<file path="src/rtl/vip_pattern_generator.sv">
// Video test-pattern source: emits CH x BPC pixels for a programmed number of
// WxH frames into a FIFO write bus, with sof/eol sideband and LFSR throttling.
module vip_pattern_generator #(
    parameter int unsigned CH        = 3,
    parameter int unsigned BPC       = 8,
    parameter int unsigned DIM_W     = 11,
    parameter int unsigned FRAME_W   = 11,
    parameter logic [15:0] LFSR_SEED = 16'hACE1
) (
    input  logic                clock,
    input  logic                reset,
    input  logic                start,
    input  logic                abort,
    input  logic [DIM_W-1:0]    cfg_width,
    input  logic [DIM_W-1:0]    cfg_height,
    input  logic [FRAME_W-1:0]  cfg_num_frame,
    input  logic [2:0]          cfg_mode,
    input  logic [CH*BPC-1:0]   cfg_solid,
    input  logic [3:0]          cfg_throttle,
    input  logic                fifo_full,
    output logic [CH*BPC-1:0]   fifo_data,
    output logic                fifo_wrreq,
    output logic                fifo_sof,
    output logic                fifo_eol,
    output logic                busy,
    output logic                done
);

    localparam int unsigned PIX_W = CH * BPC;
    localparam int unsigned IDX_W = 2 * DIM_W;
    localparam int unsigned NREP  = PIX_W / 16 + 1;

    typedef enum logic [1:0] {
        S_IDLE = 2'd0,
        S_RUN  = 2'd1,
        S_DONE = 2'd2
    } state_t;

    state_t               state;
    logic [15:0]          lfsr_q;
    logic [DIM_W-1:0]     x_q;
    logic [DIM_W-1:0]     y_q;
    logic [FRAME_W-1:0]   frame_q;

    // Configuration captured at start; inputs are ignored afterwards
    logic [DIM_W-1:0]     w_q;
    logic [DIM_W-1:0]     h_q;
    logic [FRAME_W-1:0]   nf_q;
    logic [2:0]           mode_q;
    logic [PIX_W-1:0]     solid_q;
    logic [3:0]           thr_q;

    logic                 gate_c;
    logic                 issue_c;
    logic                 x_last_c;
    logic                 y_last_c;
    logic                 frame_last_c;
    logic [2:0]           bar_idx_c;
    logic [PIX_W-1:0]     pixel_c;

    // Free-running Fibonacci LFSR (taps 16,14,13,11), shifts every cycle
    always_ff @(posedge clock or posedge reset) begin
        if (reset) begin
            lfsr_q <= LFSR_SEED;
        end else begin
            lfsr_q <= {lfsr_q[14:0], lfsr_q[15] ^ lfsr_q[13] ^ lfsr_q[12] ^ lfsr_q[10]};
        end
    end

    // Issue qualification, raster position flags and current pixel value
    always_comb begin
        gate_c       = (thr_q == 4'd0) || (lfsr_q[3:0] >= thr_q);
        issue_c      = !fifo_full && gate_c;
        x_last_c     = (x_q == w_q - DIM_W'(1));
        y_last_c     = (y_q == h_q - DIM_W'(1));
        frame_last_c = (nf_q != '0) &&
                       ((FRAME_W+1)'(frame_q) + (FRAME_W+1)'(1) == (FRAME_W+1)'(nf_q));
        bar_idx_c    = x_q[7:5];
        pixel_c      = '0;
        case (mode_q)
            3'd1: begin
                for (int unsigned c = 0; c < CH; c++) begin
                    pixel_c[(CH-1-c)*BPC +: BPC] = BPC'(x_q);
                end
            end
            3'd2: begin
                for (int unsigned c = 0; c < CH; c++) begin
                    pixel_c[(CH-1-c)*BPC +: BPC] = BPC'(y_q);
                end
            end
            3'd3: pixel_c = (x_q[3] ^ y_q[3]) ? {PIX_W{1'b1}} : '0;
            3'd4: begin
                for (int unsigned c = 0; c < CH; c++) begin
                    if (c == 0) begin
                        pixel_c[(CH-1-c)*BPC +: BPC] = {BPC{~bar_idx_c[1]}};
                    end else if (c == 1) begin
                        pixel_c[(CH-1-c)*BPC +: BPC] = {BPC{~bar_idx_c[2]}};
                    end else if (c == 2) begin
                        pixel_c[(CH-1-c)*BPC +: BPC] = {BPC{~bar_idx_c[0]}};
                    end else begin
                        pixel_c[(CH-1-c)*BPC +: BPC] = '0;
                    end
                end
            end
            3'd5: pixel_c = PIX_W'(IDX_W'(y_q) * IDX_W'(w_q) + IDX_W'(x_q));
            3'd6: pixel_c = PIX_W'({NREP{lfsr_q}});
            default: pixel_c = solid_q;
        endcase
    end

    // Control FSM, raster counters and registered FIFO write bus
    always_ff @(posedge clock or posedge reset) begin
        if (reset) begin
            state      <= S_IDLE;
            x_q        <= '0;
            y_q        <= '0;
            frame_q    <= '0;
            w_q        <= '0;
            h_q        <= '0;
            nf_q       <= '0;
            mode_q     <= '0;
            solid_q    <= '0;
            thr_q      <= '0;
            fifo_data  <= '0;
            fifo_wrreq <= 1'b0;
            fifo_sof   <= 1'b0;
            fifo_eol   <= 1'b0;
            busy       <= 1'b0;
            done       <= 1'b0;
        end else begin
            fifo_wrreq <= 1'b0;
            done       <= 1'b0;
            case (state)
                S_IDLE: begin
                    if (start) begin
                        w_q     <= cfg_width;
                        h_q     <= cfg_height;
                        nf_q    <= cfg_num_frame;
                        mode_q  <= cfg_mode;
                        solid_q <= cfg_solid;
                        thr_q   <= cfg_throttle;
                        x_q     <= '0;
                        y_q     <= '0;
                        frame_q <= '0;
                        busy    <= 1'b1;
                        if (cfg_width == '0 || cfg_height == '0) begin
                            state <= S_DONE;
                        end else begin
                            state <= S_RUN;
                        end
                    end
                end
                S_RUN: begin
                    if (abort) begin
                        state <= S_IDLE;
                        busy  <= 1'b0;
                    end else if (issue_c) begin
                        fifo_wrreq <= 1'b1;
                        fifo_data  <= pixel_c;
                        fifo_sof   <= (x_q == '0) && (y_q == '0);
                        fifo_eol   <= x_last_c;
                        if (x_last_c) begin
                            x_q <= '0;
                            if (y_last_c) begin
                                y_q     <= '0;
                                frame_q <= frame_q + FRAME_W'(1);
                                if (frame_last_c) begin
                                    state <= S_DONE;
                                end
                            end else begin
                                y_q <= y_q + DIM_W'(1);
                            end
                        end else begin
                            x_q <= x_q + DIM_W'(1);
                        end
                    end
                end
                S_DONE: begin
                    state <= S_IDLE;
                    busy  <= 1'b0;
                    done  <= !abort;
                end
                default: begin
                    state <= S_IDLE;
                    busy  <= 1'b0;
                end
            endcase
        end
    end

endmodule

</file>
<file path="config.mk">
export PLATFORM = sky130hd
export DESIGN_NAME = vip_pattern_generator
export DESIGN_NICKNAME = d
export VERILOG_FILES = /design/src/rtl/vip_pattern_generator.sv
export SDC_FILE = /design/constraint.sdc
export NUM_CORES = 1
export LEC_CHECK = 0
export BUFFER_PORTS_ARGS = -buffer_cell sky130_fd_sc_hd__buf_2
export CAP_MARGIN = 20
export CORE_ASPECT_RATIO = 0.6
export CORE_MARGIN = 10
export CORE_UTILIZATION = 41
export CTS_CLUSTER_SIZE = 12
export DETAILED_ROUTE_END_ITERATION = 16
export GPL_ROUTABILITY_DRIVEN = 0
export PLACE_DENSITY = 0.63
export SYNTH_ARGS = -nofsm -noshare
export SYNTH_HDL_FRONTEND = slang
export SYNTH_SLANG_ARGS = --single-unit
export TNS_END_PERCENT = 100
</file>
<file path="constraint.sdc">
create_clock -name clock -period 15.22 [get_ports clock]
set_input_delay 0.761 -clock clock [delete_from_list [all_inputs] [get_ports clock]]
set_output_delay 0.761 -clock clock [all_outputs]
set_load 0.1 [all_outputs]
</file>
# [Word level (Yosys, flattened, before mapping)]
# Cells that the tools add are included.
[totals] inputBits=69 reg_bits=144 wordCells=109 output_inout_bits=29
[op_classes] n_addsub=7 bitwise=8 magnitude_cmp=1 eq_ne=21 muxes=32 n_mul=1 reduce_logical=22
[ops] operator="$pmux W24 S6" count=1
[ops] operator="$mux W11" count=12
[ops] operator="$pmux W11 S2" count=3
[ops] operator="$logic_not A11 Y1" count=4
[ops] operator="$add A11 B1 Y11 const B" count=3
[ops] operator="$mux W24" count=1
[ops] operator="$add A22 B11 Y23" count=1
[ops] operator="$eq A11 B11 Y1" count=2
[ops] operator="$mul A11 B11 Y22" count=1
[ops] operator="$sub A11 B1 Y11 const B" count=2
[ops] operator="$mux W2" count=7
[ops] operator="$add A11 B1 Y12 const B" count=1
[ops] operator="$eq A12 B11 Y1" count=1
[ops] operator="$ne A2 B2 Y1 const B" count=6
[ops] operator="$ne A3 B3 Y1 const B" count=4
[ops] operator="$reduce_bool A11 Y1" count=1
[ops] operator="$reduce_and A5 Y1" count=2
[ops] operator="$eq A3 B3 Y1 const B" count=3
[ops] operator="$eq A3 B2 Y1 const B" count=2
[ops] operator="$mux W1" count=6
[ops] operator="$reduce_and A6 Y1" count=1
[ops] operator="$ge A4 B4 Y1" count=1
[ops] operator="$logic_not A4 Y1" count=1
[ops] operator="$not A1 Y1" count=4
[ops] operator="other kinds (14)" count=22

# [Logic depth before layout (Yosys ltp)]
[depth] word_depth=9 depth_mapped=22

# [Least setup slack after synthesis]
# No wires, ideal clock.
[synth_timing] path_kind="register to register" start="register y_q[2]" end="register fifo_data[17]" t_arrival_ns=5.301 setup_ns=0.143 path_slack_ns=9.776 t_required_ns=15.077 stages_incl_launch_ff=20 cell_sequence="dfrtp_1 -> clkbuf_1 -> clkbuf_1 -> and2_1 -> fa_1 -> fa_1 -> fa_1 -> fa_1 -> inv_1 -> fa_1 -> inv_1 -> ha_1 -> a21oi_1 -> nand2_1 -> a21oi_1 -> a21oi_1 -> a2111oi_0 -> nor2_1 -> xnor2_1 -> o221ai_1"
[synth_via] elab_chain_len=3
[synth_rtl] element="start: declaration" line_no="42" source="logic [DIM_W-1:0] y_q;"
[synth_rtl] element="start signal: assignment" line_no="171" source="y_q <= y_q + DIM_W'(1);"
[synth_rtl] element="$mul A11 B11 Y22" line_no="105" source="3'd5: pixel_c = PIX_W'(IDX_W'(y_q) * IDX_W'(w_q) + IDX_W'(x_q));"
[synth_rtl] element="$add A22 B11 Y23" line_no="105"
[synth_rtl] element="$pmux W24 S6" line_no="80" source="case (mode_q)"
[synth_rtl] element="end signal: assignment" line_no="159" source="fifo_data <= pixel_c;"
[synth_rtl] element="end: declaration" line_no="21" source="output logic [CH*BPC-1:0] fifo_data,"
# Every way passes these cells.
# A chain may end at the register's enable or synchronous reset.

# [Final worst setup path]
[layout_timing] start="register y_q[6]" end="register fifo_data[21]"
# Same word-level chain as after synthesis.

==> results.md <==
Final layout:
- The area overhead of the layout relative to synthesis is 10.6%.
- In the final layout, the share of cells above drive strength 1 is 15.8%.
- The number of antenna diodes in the final layout is 0.
- In the final design database the tool counted between 1500 and 2000 nets.
- The layout has between 2000 and 3000 filler cells.
- The number of standard cells in the layout, taps in and fillers out is around 1700.

Synthesis:
- The post-synthesis instance total is around 1300.
- In the synthesized netlist, the cells that appear most often are sky130_fd_sc_hd__inv_1, sky130_fd_sc_hd__nand2_1, sky130_fd_sc_hd__dfrtp_1.
- The post-synthesis instance area is between 0.01 and 0.015 sq mm.
- The register area share after synthesis is a little under a third.
- Summing the areas of all xor and xnor instances in the mapped netlist gives under 10% of the synthesized area.
- Counting flops with a built-in enable in the synthesized netlist gives 0.
- Multiplexer cells account for around 5.6% of the synthesized area.
- By area, the combinational part of the netlist is dominated by adder cells.
- The proportion of register bits with asynchronous set or reset after synthesis is between 90% and 100%.
- The synthesized netlist devotes between 10% and 20% of its cell area to compound gates.
- Summing the areas of all and, or, nand and nor instances in the mapped netlist gives 16.7% of the synthesized area.
- The share of the synthesized area in the top cell type is roughly 28%.
- Ranked by total cell area, the synthesized netlist is headed by sky130_fd_sc_hd__dfrtp_1, sky130_fd_sc_hd__fa_1, sky130_fd_sc_hd__ha_1.
- Synthesis produced a netlist with a net count of 1529.
- The post-synthesis cell type count is 76.
- The post-synthesis area per instance is approximately 9.3 sq um.
- The share of synthesized cell area in full adder, half adder and majority cells is 23.0%.
- Among all flip-flop cells after synthesis, the most frequent one is sky130_fd_sc_hd__dfrtp_1.
- The register bit count reported by yosys is 144.
- The Yosys step of the flow raised 0 warnings.
- Of all cell types, the one taking the most synthesized area is sky130_fd_sc_hd__dfrtp_1.
- The most common cell in the synthesized netlist is sky130_fd_sc_hd__inv_1.

STA:
- For the pin with the worst max-slew slack, the measured transition is roughly 0.96 ns.
- The hold violation total from the final report is 0.
- The count of pins over their slew limit is 0.
- After layout, the minimum clock period comes to between 5 and 6 ns.
- The final worst hold slack is 0.365 ns.
- Clock skew on the completed layout was measured at 0.0104 ns.
- After layout, the worst path uses between 30 and 40% of the clock period.
- Setup violations remaining at the end of the flow were counted as 0.
- The worst slew margin relative to its limit is between 30 and 40%.
- The setup TNS after final layout is 0 ns.
- Setup repair after global routing left no endpoint under its margin.
- Derived from the worst setup path, the maximum achievable clock frequency is between 150 and 200 MHz.

Worst setup path:
- The critical path class is reg -> reg.
- In this design, the stage delay of the slowest critical-path cell is 0.87 ns.
- The maximum fanout count along the critical path is 21.
- Counting cells, the worst reg-to-reg path comes to 17.
- The worst setup path is captured at a flip-flop.
- Traced cell by cell, the critical path runs through and2_1, fa_1, fa_1, fa_1, fa_1, inv_1, fa_1, inv_1, ha_1, a21oi_1, nand2_1, a21oi_1, a21oi_1, a2111oi_0, o31ai_1, xnor2_1, o21ai_0.
- The slowest stage cell on the critical path is sky130_fd_sc_hd__dfrtp_1.
- The worst reg2reg path startpoint is y_q[6].
- By instance count, the cell type seen most on the critical path is sky130_fd_sc_hd__fa_1.
- The data required time of the critical path is 15.57 ns.
- The arrival time of the worst setup path is just over 6 ns.
- The start point of the critical path is y_q[6].
- STA classifies the critical path startpoint as a flip-flop.

Global route:
- Global routing used around 18% of the available tracks across all layers.
- The final global-route overflow total is 0.
- The wire length of the first global-routing pass is about 53000 um.
- The number of global-route vias before repair came to approximately 9600.
- Entering global routing, the biggest net connects 77 pins.
- The number of antenna violations at the first check in global routing is 0.

CTS:
- The number of sinks handled by clock tree synthesis is about 140.
- The clock latency reported for the late side of the worst-skew pair is 0.43 ns.
- The longest clock path from root to sink contains 2 buffers.
- The H-tree was split into 4 levels.
- In this run, post-CTS repair resized a total of 0 instances.
- Clock-pin slew was measured on the worst setup and hold paths at about 0.060 ns.
- The number of setup buffers added after CTS is 0.
- The number of clock buffers inserted by TritonCTS is 17.
- TritonCTS built the clock tree.
- The clock tree root buffer cell is sky130_fd_sc_hd__clkbuf_16.
- The number of hold buffers added after CTS is 0.

Floorplanning:
- The die is between 150 and 200 um tall.
- Measured along the x axis, the die boundary spans ~240 um.
- The initial utilization of the core area, before any placement, comes to a little over two fifths.
- The count of standard-cell rows is between 40 and 50.
- The total area inside the core boundary comes to between 0.02 and 0.03 sq mm.
- The die footprint is approximately 0.037 sq mm.
- During I/O placement, the number of pins put on the boundary was 98.

Pwr:
- The leakage power figure is approximately 6.4 nW.
- The power per unit of standard cell area is approximately 130 mW/mm^2.
- Across the VDD grid, the largest voltage drop is 98.4 uV.

Drt:
- Dividing the detail-routed wire length by the instance count gives approximately 19 um.
- The first routing iteration left just under 900 violations.
- The detailed-route vias per instance is 5.50.
- The post-detailed-route count of antenna-violating nets is 0.
- For this block, the via count after detailed routing is ~9500.
- The detailed-route wire length is 33200 um.
- The length of the first detailed-routing pass in iterations is 5.
- The final routed DRC violation total is 0.

Placement:
- Port buffering added 97 buffers.
- The half-perimeter wire length of the detailed placement result is between 20000 and 30000 um.
- The count of placed standard cells including taps is 1700.

Worst hold path:
- The cell depth of the worst hold path is 0.
- In this run the most critical hold path is launched from lfsr_q[5].
- The min-delay analysis places its worst path in the category reg -> reg.

Flow run:
- The tool flagged a number of max-cap violations equal to 0.

Run status:
- The run finished with clean final reports.
[layer usage]
| metal | GRT usage [%] | share of wire [%] | vias up |
|---|---|---|---|
| li1 | - | - | 4475 |
| met1 | 28.1 | 51 | 4709 |
| met3 | 4.95 | 8.3 | 20 |
| met2 | 24.7 | 40 | 323 |
| met5 | 0 | 0 | - |
| met4 | 3.67 | 0.70 | 0 |
[layout make-up]
cell class | count | area, sq um | area share, %
multi-input cells | 926 | 7580 | 56.9
flip-flops and latches | 144 | 3610 | 27.1
inverters | 154 | 583 | 4.38
repair buffers | 102 | 520 | 3.91
well taps | 375 | 469 | 3.52
clock buffers | 20 | 437 | 3.28
clock inverters | 11 | 118 | 0.883
[worst paths after layout]
path / end / slack (ns)
min reg2reg: lfsr_q[6] / 0.37
max reg2reg: fifo_data[21] / 9.34
min: lfsr_q[6] / 0.37
max in group asynchronous: y_q[4] / 13.42
max: fifo_data[21] / 9.34
min in group asynchronous: solid_q[1] / 0.39
[per-stage QoR]
step | utilization, % | power, mW | worst slack (ns) | cell area (sq um)
floorplan | - | 1.10 | 9.78 | 12000
global placement | 44.3 | 1.25 | 9.56 | 12800
detailed placement | 44.3 | 1.27 | 9.42 | 12800
CTS | 46.2 | 1.67 | 9.38 | 13300
global route | 46.2 | 1.77 | 8.93 | 13300
finish | 46.2 | 1.66 | 9.34 | 13300
[worst max-delay path: cells and delay by family, from the launching register on]
kind / cells / cell delay, ns
DFF: 1 / 0.87
AOI/OAI and AO/OA: 6 / 1.45
buffers and inverters: 2 / 0.10
and+or+nand+nor: 2 / 0.33
adders and majority gates: 6 / 2.90
xor gates and xnor gates: 1 / 0.15
[flip-flops by register name, summed over array words and instances, names as in the netlist]
name / flops
fifo_eol: 1
lfsr_q: 16
frame_q: 11
x_q: 11
fifo_data: 24
y_q: 11
solid_q: 24
h_q: 11
fifo_sof: 1
thr_q: 4
fifo_wrreq: 1
mode_q: 3
nf_q: 11
state: 2
done: 1
busy: 1
w_q: 11
[power by group]
group / switching [mW] / internal (mW)
combinational: 0.491 / 0.207
clock: 0.163 / 0.239
sequential: 0.108 / 0.456
total: 0.763 / 0.902
[logic make-up (layout without fill, tap and decap cells)]
logic type	count (synthesis)	in the layout
AOI/OAI and AO/OA	246	246
xor gates and xnor gates	57	57
adders and majority gates	166	166
buffers and inverters	224	287
DFF	144	144
muxes	60	60
and+or+nand+nor	397	397
[cell usage in the layout, fill, tap and decap left out, drive strengths merged, types with 25 or more instances in the layout]
| master | instances |
|---|---|
| nand2 | 144 |
| inv | 154 |
| xnor2 | 37 |
| buf | 101 |
| ha | 74 |
| and2 | 56 |
| a21oi | 42 |
| mux2 | 54 |
| nor2 | 54 |
| o21ai | 74 |
| fa | 92 |
| nand3 | 25 |
| dfrtp | 136 |
(Power assumes the default switching activity.)
